## config.mk

```make
export PLATFORM = sky130hd
export DESIGN_NAME = uart_dbg_bridge
export DESIGN_NICKNAME = d
export VERILOG_FILES = /design/src/rtl/uart_dbg_bridge.sv
export SDC_FILE = /design/constraint.sdc
export NUM_CORES = 1
export LEC_CHECK = 0
export BUFFER_PORTS_ARGS = -buffer_cell sky130_fd_sc_hd__buf_2
export CORE_MARGIN = 8
export CORE_UTILIZATION = 55
export CTS_BUF_LIST = sky130_fd_sc_hd__clkbuf_8
export DETAILED_ROUTE_END_ITERATION = 8
export GPL_ROUTABILITY_DRIVEN = 0
export GPL_TIMING_DRIVEN = 0
export PLACE_DENSITY = 0.83
export SETUP_SLACK_MARGIN = 0.2
export SLEW_MARGIN = 5
export SYNTH_ARGS = -nofsm -noshare
export SYNTH_HDL_FRONTEND = slang
export SYNTH_SLANG_ARGS = --single-unit
```

## constraint.sdc

```tcl
create_clock -name clk -period 8.9 [get_ports clk]
set_clock_uncertainty 0.05 [all_clocks]
set_input_delay 0.445 -clock clk [delete_from_list [all_inputs] [get_ports clk]]
set_output_delay 0.445 -clock clk [all_outputs]
set_load 0.02 [all_outputs]
```

## src/rtl/uart_dbg_bridge.sv

```systemverilog
// UART byte-stream debug master: decodes W/R/? frames from the receive side,
// runs one 32-bit bus cycle per W/R frame and streams the response bytes back.
module uart_dbg_bridge #(
    parameter int unsigned BUS_TIMEOUT = 1024,
    parameter int unsigned RX_TIMEOUT  = 1048576
) (
    input  logic        clk,
    input  logic        rst,
    input  logic [7:0]  rx_data,
    input  logic        rx_valid,
    output logic        rx_ready,
    output logic [7:0]  tx_data,
    output logic        tx_valid,
    input  logic        tx_ready,
    output logic        bus_req,
    output logic        bus_we,
    output logic [31:0] bus_addr,
    output logic [31:0] bus_wdata,
    output logic [3:0]  bus_sel,
    input  logic        bus_ack,
    input  logic [31:0] bus_rdata
);

    localparam logic [2:0] ST_IDLE = 3'd0;
    localparam logic [2:0] ST_ADDR = 3'd1;
    localparam logic [2:0] ST_DATA = 3'd2;
    localparam logic [2:0] ST_BUS  = 3'd3;
    localparam logic [2:0] ST_RESP = 3'd4;

    localparam logic [7:0] CMD_WR   = 8'h57;
    localparam logic [7:0] CMD_RD   = 8'h52;
    localparam logic [7:0] CMD_PING = 8'h3F;
    localparam logic [7:0] RSP_ACK  = 8'h06;
    localparam logic [7:0] RSP_NAK  = 8'h15;
    localparam logic [7:0] RSP_PING = 8'hA5;

    localparam logic [31:0] BUS_TO_C = 32'(BUS_TIMEOUT);
    localparam logic [31:0] RX_TO_C  = 32'(RX_TIMEOUT);

    function automatic logic is_bus_cmd(input logic [7:0] b);
        return (b == CMD_WR) || (b == CMD_RD);
    endfunction

    logic [2:0]  state_r;
    logic [2:0]  state_nxt_s;
    logic [1:0]  byte_cnt_r;
    logic        we_r;
    logic [31:0] addr_r;
    logic [31:0] wdata_r;
    logic        bus_req_r;
    logic [3:0]  bus_sel_r;
    logic [31:0] bus_cnt_r;
    logic [31:0] rx_cnt_r;
    logic [31:0] resp_r;
    logic [2:0]  resp_left_r;
    logic        tx_valid_r;
    logic [7:0]  tx_data_r;

    logic        rx_ready_s;
    logic        rx_fire_s;
    logic        tx_fire_s;
    logic        last_byte_s;
    logic [31:0] bus_cnt_inc_s;
    logic [31:0] rx_cnt_inc_s;
    logic        bus_to_s;
    logic        rx_to_s;
    logic        resp_load_s;
    logic [31:0] resp_val_s;
    logic [2:0]  resp_len_s;

    // Handshake qualifiers and timeout detection
    always_comb begin
        rx_ready_s    = (state_r == ST_IDLE) || (state_r == ST_ADDR) || (state_r == ST_DATA);
        rx_fire_s     = rx_valid && rx_ready_s;
        tx_fire_s     = tx_valid_r && tx_ready;
        last_byte_s   = (byte_cnt_r == 2'd3);
        bus_cnt_inc_s = bus_cnt_r + 32'd1;
        rx_cnt_inc_s  = rx_cnt_r + 32'd1;
        // An ack in the final allowed cycle takes precedence over the timeout
        bus_to_s      = (state_r == ST_BUS) && !bus_ack && (bus_cnt_inc_s == BUS_TO_C);
        rx_to_s       = ((state_r == ST_ADDR) || (state_r == ST_DATA)) && !rx_fire_s
                        && (rx_cnt_inc_s == RX_TO_C);
    end

    // Frame/bus/response sequencing
    always_comb begin
        state_nxt_s = state_r;
        case (state_r)
            ST_IDLE: begin
                if (rx_fire_s) begin
                    if (is_bus_cmd(rx_data)) begin
                        state_nxt_s = ST_ADDR;
                    end else begin
                        state_nxt_s = ST_RESP;
                    end
                end else begin
                    state_nxt_s = ST_IDLE;
                end
            end
            ST_ADDR: begin
                if (rx_fire_s && last_byte_s) begin
                    state_nxt_s = we_r ? ST_DATA : ST_BUS;
                end else if (rx_to_s) begin
                    state_nxt_s = ST_IDLE;
                end else begin
                    state_nxt_s = ST_ADDR;
                end
            end
            ST_DATA: begin
                if (rx_fire_s && last_byte_s) begin
                    state_nxt_s = ST_BUS;
                end else if (rx_to_s) begin
                    state_nxt_s = ST_IDLE;
                end else begin
                    state_nxt_s = ST_DATA;
                end
            end
            ST_BUS: begin
                if (bus_ack || bus_to_s) begin
                    state_nxt_s = ST_RESP;
                end else begin
                    state_nxt_s = ST_BUS;
                end
            end
            ST_RESP: begin
                if (tx_fire_s && (resp_left_r == 3'd0)) begin
                    state_nxt_s = ST_IDLE;
                end else begin
                    state_nxt_s = ST_RESP;
                end
            end
            default: begin
                state_nxt_s = ST_IDLE;
            end
        endcase
    end

    // Response payload chosen on entry to RESP (bytes go out LSB first)
    always_comb begin
        resp_load_s = (state_nxt_s == ST_RESP) && (state_r != ST_RESP);
        resp_val_s  = 32'h0000_0000;
        resp_len_s  = 3'd0;
        case (state_r)
            ST_IDLE: begin
                resp_len_s = 3'd1;
                if (rx_data == CMD_PING) begin
                    resp_val_s = {24'h00_0000, RSP_PING};
                end else begin
                    resp_val_s = {24'h00_0000, RSP_NAK};
                end
            end
            ST_BUS: begin
                if (bus_ack && !we_r) begin
                    resp_val_s = bus_rdata;
                    resp_len_s = 3'd4;
                end else if (bus_ack) begin
                    resp_val_s = {24'h00_0000, RSP_ACK};
                    resp_len_s = 3'd1;
                end else begin
                    resp_val_s = {24'h00_0000, RSP_NAK};
                    resp_len_s = 3'd1;
                end
            end
            default: begin
                resp_val_s = 32'h0000_0000;
                resp_len_s = 3'd0;
            end
        endcase
    end

    // State register
    always_ff @(posedge clk) begin
        if (rst) begin
            state_r <= ST_IDLE;
        end else begin
            state_r <= state_nxt_s;
        end
    end

    // Frame field capture: little-endian shift-in of address and write data
    always_ff @(posedge clk) begin
        if (rst) begin
            byte_cnt_r <= 2'd0;
            we_r       <= 1'b0;
            addr_r     <= 32'h0000_0000;
            wdata_r    <= 32'h0000_0000;
        end else if (rx_fire_s) begin
            case (state_r)
                ST_IDLE: begin
                    byte_cnt_r <= 2'd0;
                    if (is_bus_cmd(rx_data)) begin
                        we_r <= (rx_data == CMD_WR);
                    end
                end
                ST_ADDR: begin
                    addr_r     <= {rx_data, addr_r[31:8]};
                    byte_cnt_r <= byte_cnt_r + 2'd1;
                end
                ST_DATA: begin
                    wdata_r    <= {rx_data, wdata_r[31:8]};
                    byte_cnt_r <= byte_cnt_r + 2'd1;
                end
                default: begin
                    byte_cnt_r <= byte_cnt_r;
                end
            endcase
        end
    end

    // Bus request and byte enables follow the BUS state one cycle ahead
    always_ff @(posedge clk) begin
        if (rst) begin
            bus_req_r <= 1'b0;
            bus_sel_r <= 4'h0;
        end else begin
            bus_req_r <= (state_nxt_s == ST_BUS);
            bus_sel_r <= (state_nxt_s == ST_BUS) ? 4'hF : 4'h0;
        end
    end

    // Bus-cycle and inter-byte idle counters
    always_ff @(posedge clk) begin
        if (rst) begin
            bus_cnt_r <= 32'd0;
            rx_cnt_r  <= 32'd0;
        end else begin
            bus_cnt_r <= ((state_r == ST_BUS) && (state_nxt_s == ST_BUS)) ? bus_cnt_inc_s : 32'd0;
            rx_cnt_r  <= (((state_r == ST_ADDR) || (state_r == ST_DATA)) && !rx_fire_s && !rx_to_s)
                         ? rx_cnt_inc_s : 32'd0;
        end
    end

    // Response serializer: next byte replaces the accepted one with no bubble
    always_ff @(posedge clk) begin
        if (rst) begin
            resp_r      <= 32'h0000_0000;
            resp_left_r <= 3'd0;
            tx_valid_r  <= 1'b0;
            tx_data_r   <= 8'h00;
        end else if (resp_load_s) begin
            resp_r      <= resp_val_s;
            resp_left_r <= resp_len_s;
        end else if (state_r == ST_RESP) begin
            if (tx_fire_s && (resp_left_r == 3'd0)) begin
                tx_valid_r <= 1'b0;
            end else if (!tx_valid_r || tx_fire_s) begin
                tx_valid_r  <= 1'b1;
                tx_data_r   <= resp_r[7:0];
                resp_r      <= {8'h00, resp_r[31:8]};
                resp_left_r <= resp_left_r - 3'd1;
            end
        end
    end

    assign rx_ready  = rx_ready_s;
    assign tx_valid  = tx_valid_r;
    assign tx_data   = tx_data_r;
    assign bus_req   = bus_req_r;
    assign bus_we    = we_r;
    assign bus_addr  = addr_r & 32'hFFFF_FFFC;
    assign bus_wdata = wdata_r;
    assign bus_sel   = bus_sel_r;

endmodule

```

* Word-level counts from Yosys, hierarchy flattened
Index checks and enable logic that the tools add are counted.
** Word-level totals
- Flip-flop bits (word level) :: 183
- Bits in latches :: 0
- Bits in writable memories :: 0
- ROM bits :: 0
- Input bits :: 45
- Output and inout bits :: 80
- Logic and storage cells :: 102
- Memories kept :: 0
** Cells by class
- $add $sub $neg :: 4
- Multiply operators :: 0
- Divide/modulo/power cells :: 0
- $lt $le $gt $ge :: 0
- Equal/unequal tests :: 14
- Shift-type cells :: 0
- Mux-type cells :: 28
- Bitwise gates (word level) :: 4
- Reductions and logical operators :: 39
** Operators by type and width (number)
- $mux 32 :: 5
- $add 32x1->32 const B :: 2
- $pmux 32 s2 :: 1
- $eq 32x11->1 const B :: 1
- $eq 32x21->1 const B :: 1
- $mux 3 :: 9
- $eq 8x7->1 const B :: 2
- $pmux 3 s5 :: 1
- $logic_and 1x1->1 :: 12
- $eq 3x2->1 const B :: 3
- $reduce_and 3->1 :: 3
- $eq 8x6->1 const B :: 1
- $mux 8 :: 1
- $reduce_bool 2->1 :: 4
- $eq 3x3->1 const B :: 2
- $logic_not 3->1 :: 2
- $logic_or 1x1->1 :: 6
- $mux 2 :: 3
- $pmux 3 s2 :: 1
- $reduce_and 2->1 :: 3
- $reduce_or 2->1 :: 3
- $logic_not 1->1 :: 5
- $mux 5 :: 1
- $mux 1 :: 4
- 10 further kinds :: 13

* Depth between registers and ports, before layout
Gate-level depths: netlist of run 1.
- Word-level depth :: 14
- Depth in mapped cells :: 13
- Mapped depth without buffers :: 9

* Worst setup path before layout of run 1
No wires, ideal clock.
- Path kind :: register to register
- From :: register bus_cnt_r[0]
- To :: register resp_r[4]
- Library setup time :: 123 ps
- Arrival time :: 3060 ps
- Required time :: 8727 ps
- Slack :: 5667 ps
- Stages on the path, launching flop included :: 10
- Buffers on the path :: 0
- Period minus slack after synthesis :: 3233 ps
- Cell sequence :: dfxtp_1 -> ha_1 -> nand3_2 -> or4_1 -> o31a_1 -> a2111oi_2 -> nand4_2 -> nor4_4 -> o21a_2 -> mux2_1
** Between the ends
- Cells in the longest elaborated chain, start to end :: 10
- Elaborated cells on any way between the ends :: 13
- Those cells by class :: add/sub: 1; eq/ne: 3; mux: 3; reduce/logical: 6
** Ends and longest elaborated chain
- start, declared :: line 52 : logic [31:0] bus_cnt_r;
- start signal, assigned :: line 227 : bus_cnt_r <= ((state_r == ST_BUS) && (state_nxt_s == ST_BUS)) ? bus_cnt_inc_s : 32'd0;
- $add 32x1->32 (*) :: line 77 : bus_cnt_inc_s = bus_cnt_r + 32'd1;
- $eq 32x11->1 (*) :: line 80 : bus_to_s = (state_r == ST_BUS) && !bus_ack && (bus_cnt_inc_s == BUS_TO_C);
- $logic_and 1x1->1 (*) :: line 80
- $logic_or 1x1->1 (*) :: line 119 : if (bus_ack || bus_to_s) begin
- $mux 3 (*) :: line 119
- $pmux 3 s5 (*) :: line 88 : case (state_r)
- $eq 3x3->1 (*) :: line 140 : resp_load_s = (state_nxt_s == ST_RESP) && (state_r != ST_RESP);
- $logic_and 1x1->1 (*) :: line 140
- $ne 2x2->1 (no line) / $reduce_bool 2->1 (equally long branches)
- $reduce_and 3->1 (no line)
- end signal, assigned :: line 241 : resp_r <= resp_val_s;
- end signal, assigned :: line 249 : resp_r <= {8'h00, resp_r[31:8]};
- end, declared :: line 54 : logic [31:0] resp_r;
Every way passes the cells marked *; elsewhere a longest branch is shown, timed or not.
A chain may end at the register's enable or synchronous reset.

* Final worst setup path of run 1
- From :: register bus_cnt_r[5]
- To :: register bus_cnt_r[24]
** Between the ends
- Cells in the longest elaborated chain, start to end :: 10
** Ends and longest elaborated chain (line)
- $add 32x1->32 (*) :: 77
- $eq 32x11->1 :: 80
- $logic_and 1x1->1 :: 80
- $logic_or 1x1->1 :: 119
- $mux 3 :: 119
- $pmux 3 s5 :: 88
- $eq 3x2->1 :: 227
- $logic_and 1x1->1 :: 227
- $not 1->1 (no line)
- $reduce_or 2->1 (no line)
Marks and branches as above.

==> impl_metrics.ini, run 1 <==
[outcome]
status = completed

[critical_path]
cp_slowest_stage_delay_ns = 0.79
endpoint = bus_cnt_r[24]$_SDFF_PP0_
cp.required_ns = 9.21
timing.rr.end = bus_cnt_r[24]$_SDFF_PP0_
critPathArrivalTime_ns = 4.05
timing.rr.start = bus_cnt_r[5]$_SDFF_PP0_
rr_worst_depth = 11
end_kind = register
r2r_setup_slack_ns = 5.16
start_kind = register
crit_slowest_cell = nor4_1
startpoint = bus_cnt_r[5]$_SDFF_PP0_
critPathTopFamily = simple AND/OR/NAND/NOR gates
crit_fanout = 10
crit_type = register to register
path_buf_inv = 3
cp_num_cells = 11
worstPathCellList = buf_2 -> nand4_2 -> nor4_1 -> o2111ai_1 -> a2111oi_2 -> nand4_2 -> o41ai_2 -> or4_1 -> buf_2 -> buf_4 -> nor2_1

[cts]
cts_setup_buffers = 0
clk_path_buf_depth = 2
cts.htree.levels = 4
clk_pin_slew_worst_paths_ns = 0.09
cts-root-buf = clkbuf_8
hold_buffers = 0
cts_sinks = 177
cts_resized = 0
cts_tree = yes
numCtsBuffers = 17
clk_latency_ns = 0.46

[route]
drt_drc_violations_left = 0
drtPass1Iterations = 6
drt_iter0_markers = 524
num_vias = 7666
drt-total-wl_mm = 20.7
ant_nets = 0
routedWlPerCell_um = 15.1
post_drt_via_cell_ratio = 5.58

[global_routing]
grt_usage_pct = 21.1
grt_pass1_wl_mm = 34.3
overflow = 0
antenna_found_initial = 1
grt_max_degree = 17
grt_pass1_vias = 7216

[power_and_ir_drop]
leakage_nw = 3.48
p_sw_share_pct = 26.1
internal_power_mw = 1.03
p_seq_share_pct = 57.3
cellPowerDensity_nw_per_um2 = 146
peakVddDrop_v = 0.0000973
p_total_mw = 1.40
p_sw_mw = 0.365
p_clk_share_pct = 36.4
combPwrFrac_pct = 6.3

[synth]
synth_top_area_share_pct = 42.4
synth.area.top_cells = dfxtp_1, nand2_1, a21oi_1
synth_enable_flop_cells = 0
yosys.area.top_type = dfxtp_1
yosys_register_bits = 177
synthCells = 1031
synth.distinct_cells = 76
synthArstFlopShare_pct = 0
synth_warnings = 0
ys_seq_area_share_pct = 42.4
syn_avg_cell_area_um2 = 8.10
synth_ff_type = dfxtp_1
synth_area_um2 = 8350

[sta]
hold_viol = 0
timing.fmax_mhz = 267
min_period_ns = 3.74
timing.final.crit_share_pct = 42.0
tightest_slew_ns = 1.25
rsz0062_at_grt = false
slew_violations = 0
tns_ns = 0
maxSlewHeadroom_pct = 15.9
setup_violations = 0

[die]
die_area_um2 = 19400
rows = 45
die_y_um = 139
boundaryPins = 125
die_w_um = 139
coreArea_um2 = 15000
start_util_pct = 55.5

[final_layout]
final_common_cell = nand2_1
syn_to_final_growth_pct = 14.4
nets = 1224
final_cell_mix = nand2_1, dfxtp_1, buf_2
final-instance-count-excl-fill = 1374
drive_above_1_share_pct = 18.6
fin_area_um2 = 9550

[place]
io_buffer_count = 121
dp.cells = 1341
dpl.hpwl_mm = 15.0
placed_area_um2 = 9190

[min_path]
hold_path.class = input pin to register

[flow_run]
max-cap-violations = 0
==> layout make-up <==
cell class / count / area [um2]
Clock inverter: 14 / 108
Clock buffer: 18 / 248
Tap cell: 188 / 235
Fill cell: 1295 / 5480
Multi-Input combinational cell: 770 / 4390
Sequential cell: 177 / 3540
Inverter: 19 / 71.3
Timing Repair Buffer: 121 / 606
Antenna cell: 1 / 2.50
Buffer: 66 / 347
==> per-stage QoR <==
stage                     hold WS (ns)  worst slack, ns  util [%]
after floorplan                  0.381             5.67         -
after global placement           0.389             5.29      61.2
after detailed placement         0.394             5.19      61.2
after CTS                        0.107             5.16      63.5
after global routing             0.117             4.80      63.5
final                            0.128             5.16      63.5
==> worst reg2reg max path, cell delays in order (launching register included) <==
cell and delay, ns:
dfxtp_1 0.33, buf_2 0.19, nand4_2 0.24, nor4_1 0.80, o2111ai_1 0.26, a2111oi_2 0.49, nand4_2 0.20, o41ai_2 0.51
or4_1 0.16, buf_2 0.15, buf_4 0.20, nor2_1 0.07
==> routing by layer <==
layer  routed length, um  vias up  GRT usage, %
met1                9300     3550          26.0
met3                1350       39          5.85
met5                   0        -             0
met2                9600      259          34.4
met4                 479        0          8.09
li1                    -     3818             -
==> worst min-delay path by stage <==
stage	from	end	slack (ns)	cells past startpoint
after floorplan	resp_r[3]$_SDFFE_PP0P_	tx_data[3]$_SDFFE_PP0P_	0.38	2
after global placement	bus_wdata[7]$_SDFFE_PP0P_	bus_wdata[7]$_SDFFE_PP0P_	0.39	2
after detailed placement	bus_wdata[7]$_SDFFE_PP0P_	bus_wdata[7]$_SDFFE_PP0P_	0.39	2
after CTS	bus_rdata[28]	resp_r[28]$_SDFFE_PP0P_	0.11	3
after global routing	bus_rdata[11]	resp_r[11]$_SDFFE_PP0P_	0.12	3
final	bus_rdata[16]	resp_r[16]$_SDFFE_PP0P_	0.13	3
==> sequential cells by signal, summed over array words and instances, names as in the netlist <==
signal,cells
resp_r,32
tx_data,8
rx_cnt_r,32
tx_valid,1
bus_we,1
state_r,3
bus_wdata,32
addr_r,30
resp_left_r,3
bus_cnt_r,32
bus_sel,1
byte_cnt_r,2
==> cells in the mapped netlist (3+ instances only) <==
| cell type | count |
|---|---|
| a211oi_1 | 6 |
| o21ai_0 | 22 |
| nand3_1 | 26 |
| and4_1 | 5 |
| ha_1 | 7 |
| xor2_1 | 29 |
| and2_1 | 3 |
| mux2i_1 | 20 |
| nand3b_1 | 3 |
| and3_1 | 10 |
| or3_1 | 6 |
| nor2_1 | 98 |
| buf_4 | 13 |
| xnor2_1 | 39 |
| or2_2 | 3 |
| nor4b_1 | 5 |
| nor2b_1 | 8 |
| mux2_2 | 3 |
| inv_1 | 19 |
| nand2_1 | 228 |
| a21oi_1 | 90 |
| a31oi_1 | 5 |
| o31ai_1 | 3 |
| a211o_1 | 6 |
| nand4_1 | 23 |
| dfxtp_1 | 177 |
| nor3_1 | 25 |
| o2111ai_1 | 3 |
| clkbuf_1 | 40 |
| nand2b_1 | 6 |
| nor4_1 | 12 |
| buf_2 | 7 |
| or4_1 | 9 |
| o21ai_2 | 21 |
==> power groups by stage <==
stage | Sequential [mW] | Combinational [mW] | Clock [mW]
floorplan | 0.820 | 0.0567 | 0
detailed placement | 0.820 | 0.0872 | 0
CTS | 0.801 | 0.0879 | 0.516
global placement | 0.819 | 0.0861 | 0
finish | 0.801 | 0.0879 | 0.510
global route | 0.802 | 0.0958 | 0.548
==> logic make-up after synthesis <==
logic type	Yosys count	synth area share, %
fa+ha+maj	7	1.05
flops	177	42.4
compound gates	184	14.2
simple gates	485	27.2
mux	24	2.94
buf+inv	85	5.01
xor+xnor	68	7.13
other cells	1	0.0449
No activity file was read; power rests on OpenSTA's default activity.
==> run 2: changes to the inputs <==
==> constraint.sdc (replaced) <==
create_clock -name clk -period 3.7 [get_ports clk]
set_clock_uncertainty 0.05 [all_clocks]
set_input_delay 0.185 -clock clk [delete_from_list [all_inputs] [get_ports clk]]
set_output_delay 0.185 -clock clk [all_outputs]
set_load 0.02 [all_outputs]
==> impl_metrics.ini, run 2 (synthesis gave the netlist of run 1 again) <==
[outcome]
status = completed

[sta]
tightest_slew_ns = 1.26
timing.final.crit_share_pct = 90.5
timing.fmax_mhz = 299
setup_ws_ns = 0.350
slew_violations = 0
setup_violations = 0
min_period_ns = 3.35
rsz0062_at_grt = true
hold_viol = 0
maxSlewHeadroom_pct = 15.1

[global_routing]
grt_max_degree = 17
antenna_found_initial = 2
grt_pass1_vias = 7522
overflow = 0
grt_usage_pct = 22.1
grt_pass1_wl_mm = 35.7

[final_layout]
drive_above_1_share_pct = 19.5
multiInputGateArea_um2 = 4490
seqCellArea_um2 = 3550
syn_to_final_growth_pct = 20.1
final_cell_mix = nand2_1, dfxtp_1, buf_2
fill_cells = 1221
final_common_cell = nand2_1
final-instance-count-excl-fill = 1413
utilization_pct = 66.7
nets = 1262
fin_area_um2 = 10000

[critical_path]
r2r_setup_slack_ns = 0.35
timing.rr.end = rx_cnt_r[15]$_SDFF_PP0_
rr_worst_depth = 12
timing.rr.start = rx_cnt_r[0]$_SDFF_PP0_
startpoint = rx_cnt_r[0]$_SDFF_PP0_
crit_type = register to register
critPathArrivalTime_ns = 3.65
crit_fanout = 10
endpoint = rx_cnt_r[15]$_SDFF_PP0_
end_kind = register
start_kind = register
cp.required_ns = 4.00

[cts]
cts_tree = yes
clk_pin_slew_worst_paths_ns = 0.09
cts-root-buf = clkbuf_8
clk_latency_ns = 0.47
cts.htree.levels = 4
numCtsBuffers = 17
clk_path_buf_depth = 2
cts_sinks = 177

[die]
die_w_um = 139
boundaryPins = 125
die_y_um = 139
coreArea_um2 = 15000
rows = 45
die_area_um2 = 19400
start_util_pct = 55.5

[place]
dp.cells = 1341
io_buffer_count = 121
dpl.hpwl_mm = 15.0
post-place-ws_ns = -0.00544
placed_area_um2 = 9190

[min_path]
min_from = tx_ready
hold_path.class = input pin to register
worstHoldPathCells = 4

[route]
routedWlPerCell_um = 15.4
drt-total-wl_mm = 21.8
post_drt_via_cell_ratio = 5.62
drt_iter0_markers = 582
drtPass1Iterations = 5
num_vias = 7941
drt_drc_violations_left = 0
ant_nets = 0

[flow_run]
max-cap-violations = 0

[power_and_ir_drop]
p_total_mw = 3.39
peakVddDrop_v = 0.000243
leakage_nw = 3.72
cellPowerDensity_nw_per_um2 = 338
run 2: cell count changes in the layout (fill, tap and decap cells not counted), sizes merged:
cell,delta
buf,+3
diode,+1
dlygate4sd3,+35
run 2: worst min path at each step:
stage | to | slack (ns)
2_1_floorplan | resp_r[10]$_SDFFE_PP0P_ | 0.24
3_3_place_gp | resp_r[3]$_SDFFE_PP0P_ | 0.34
3_5_place_dp | resp_r[16]$_SDFFE_PP0P_ | 0.33
4_1_cts | tx_valid$_SDFFE_PP0P_ | 0.02
5_1_grt | tx_valid$_SDFFE_PP0P_ | 0.04
6_report | tx_valid$_SDFFE_PP0P_ | 0.03
run 2: power breakdown:
group | leakage, nW | switching, mW | internal [mW]
Combinational | 2.11 | 0.141 | 0.104
Sequential | 1.43 | 0.00942 | 1.92
Clock | 0.182 | 0.734 | 0.490
Total | 3.72 | 0.884 | 2.51
run 2: per-layer routing:
layer | global-route usage [%] | part of all wire, % | up-vias
met5 | 0 | 0 | -
met4 | 10.2 | 2.7 | 0
met3 | 6.22 | 6.9 | 54
met2 | 36.8 | 48 | 280
met1 | 25.9 | 43 | 3711
li1 | - | - | 3896
run 2: cell type report:
| type | count | share of cell area [%] |
|---|---|---|
| inverter | 19 | 0.711 |
| sequential | 177 | 35.4 |
| clock buffer | 18 | 2.47 |
| multi-input combinational | 770 | 44.7 |
| buffer | 66 | 3.49 |
| clock inverter | 14 | 1.07 |
| antenna | 2 | 0.0499 |
| timing repair buffer | 159 | 9.75 |
| tap | 188 | 2.35 |
run 2: critical path, stage by stage, from the launching register on:
cell and delay (ns):
dfxtp_2 0.39, ha_2 0.24, and4_1 0.18, clkbuf_2 0.21, nand3_2 0.16, or4_1 0.52, a211oi_1 0.27, o2111ai_1 0.15
or4_1 0.51, nand2b_1 0.13, buf_4 0.20, buf_6 0.16, nor2_1 0.05
run 2: metrics by stage:
stage,hold slack (ns),TNS (ns)
floorplan,0.244,0
global placement,0.336,0
detailed placement,0.333,-0.00544
CTS,0.0192,0
global route,0.0414,0
finish,0.0302,0
run 2: timing repair:
action,CTS,global route
setup buffers,0,3
gates resized for setup,7,17
hold buffers,35,0
setup endpoints to repair,93,91
endpoints found under the hold margin,44,0
pin swaps,1,5
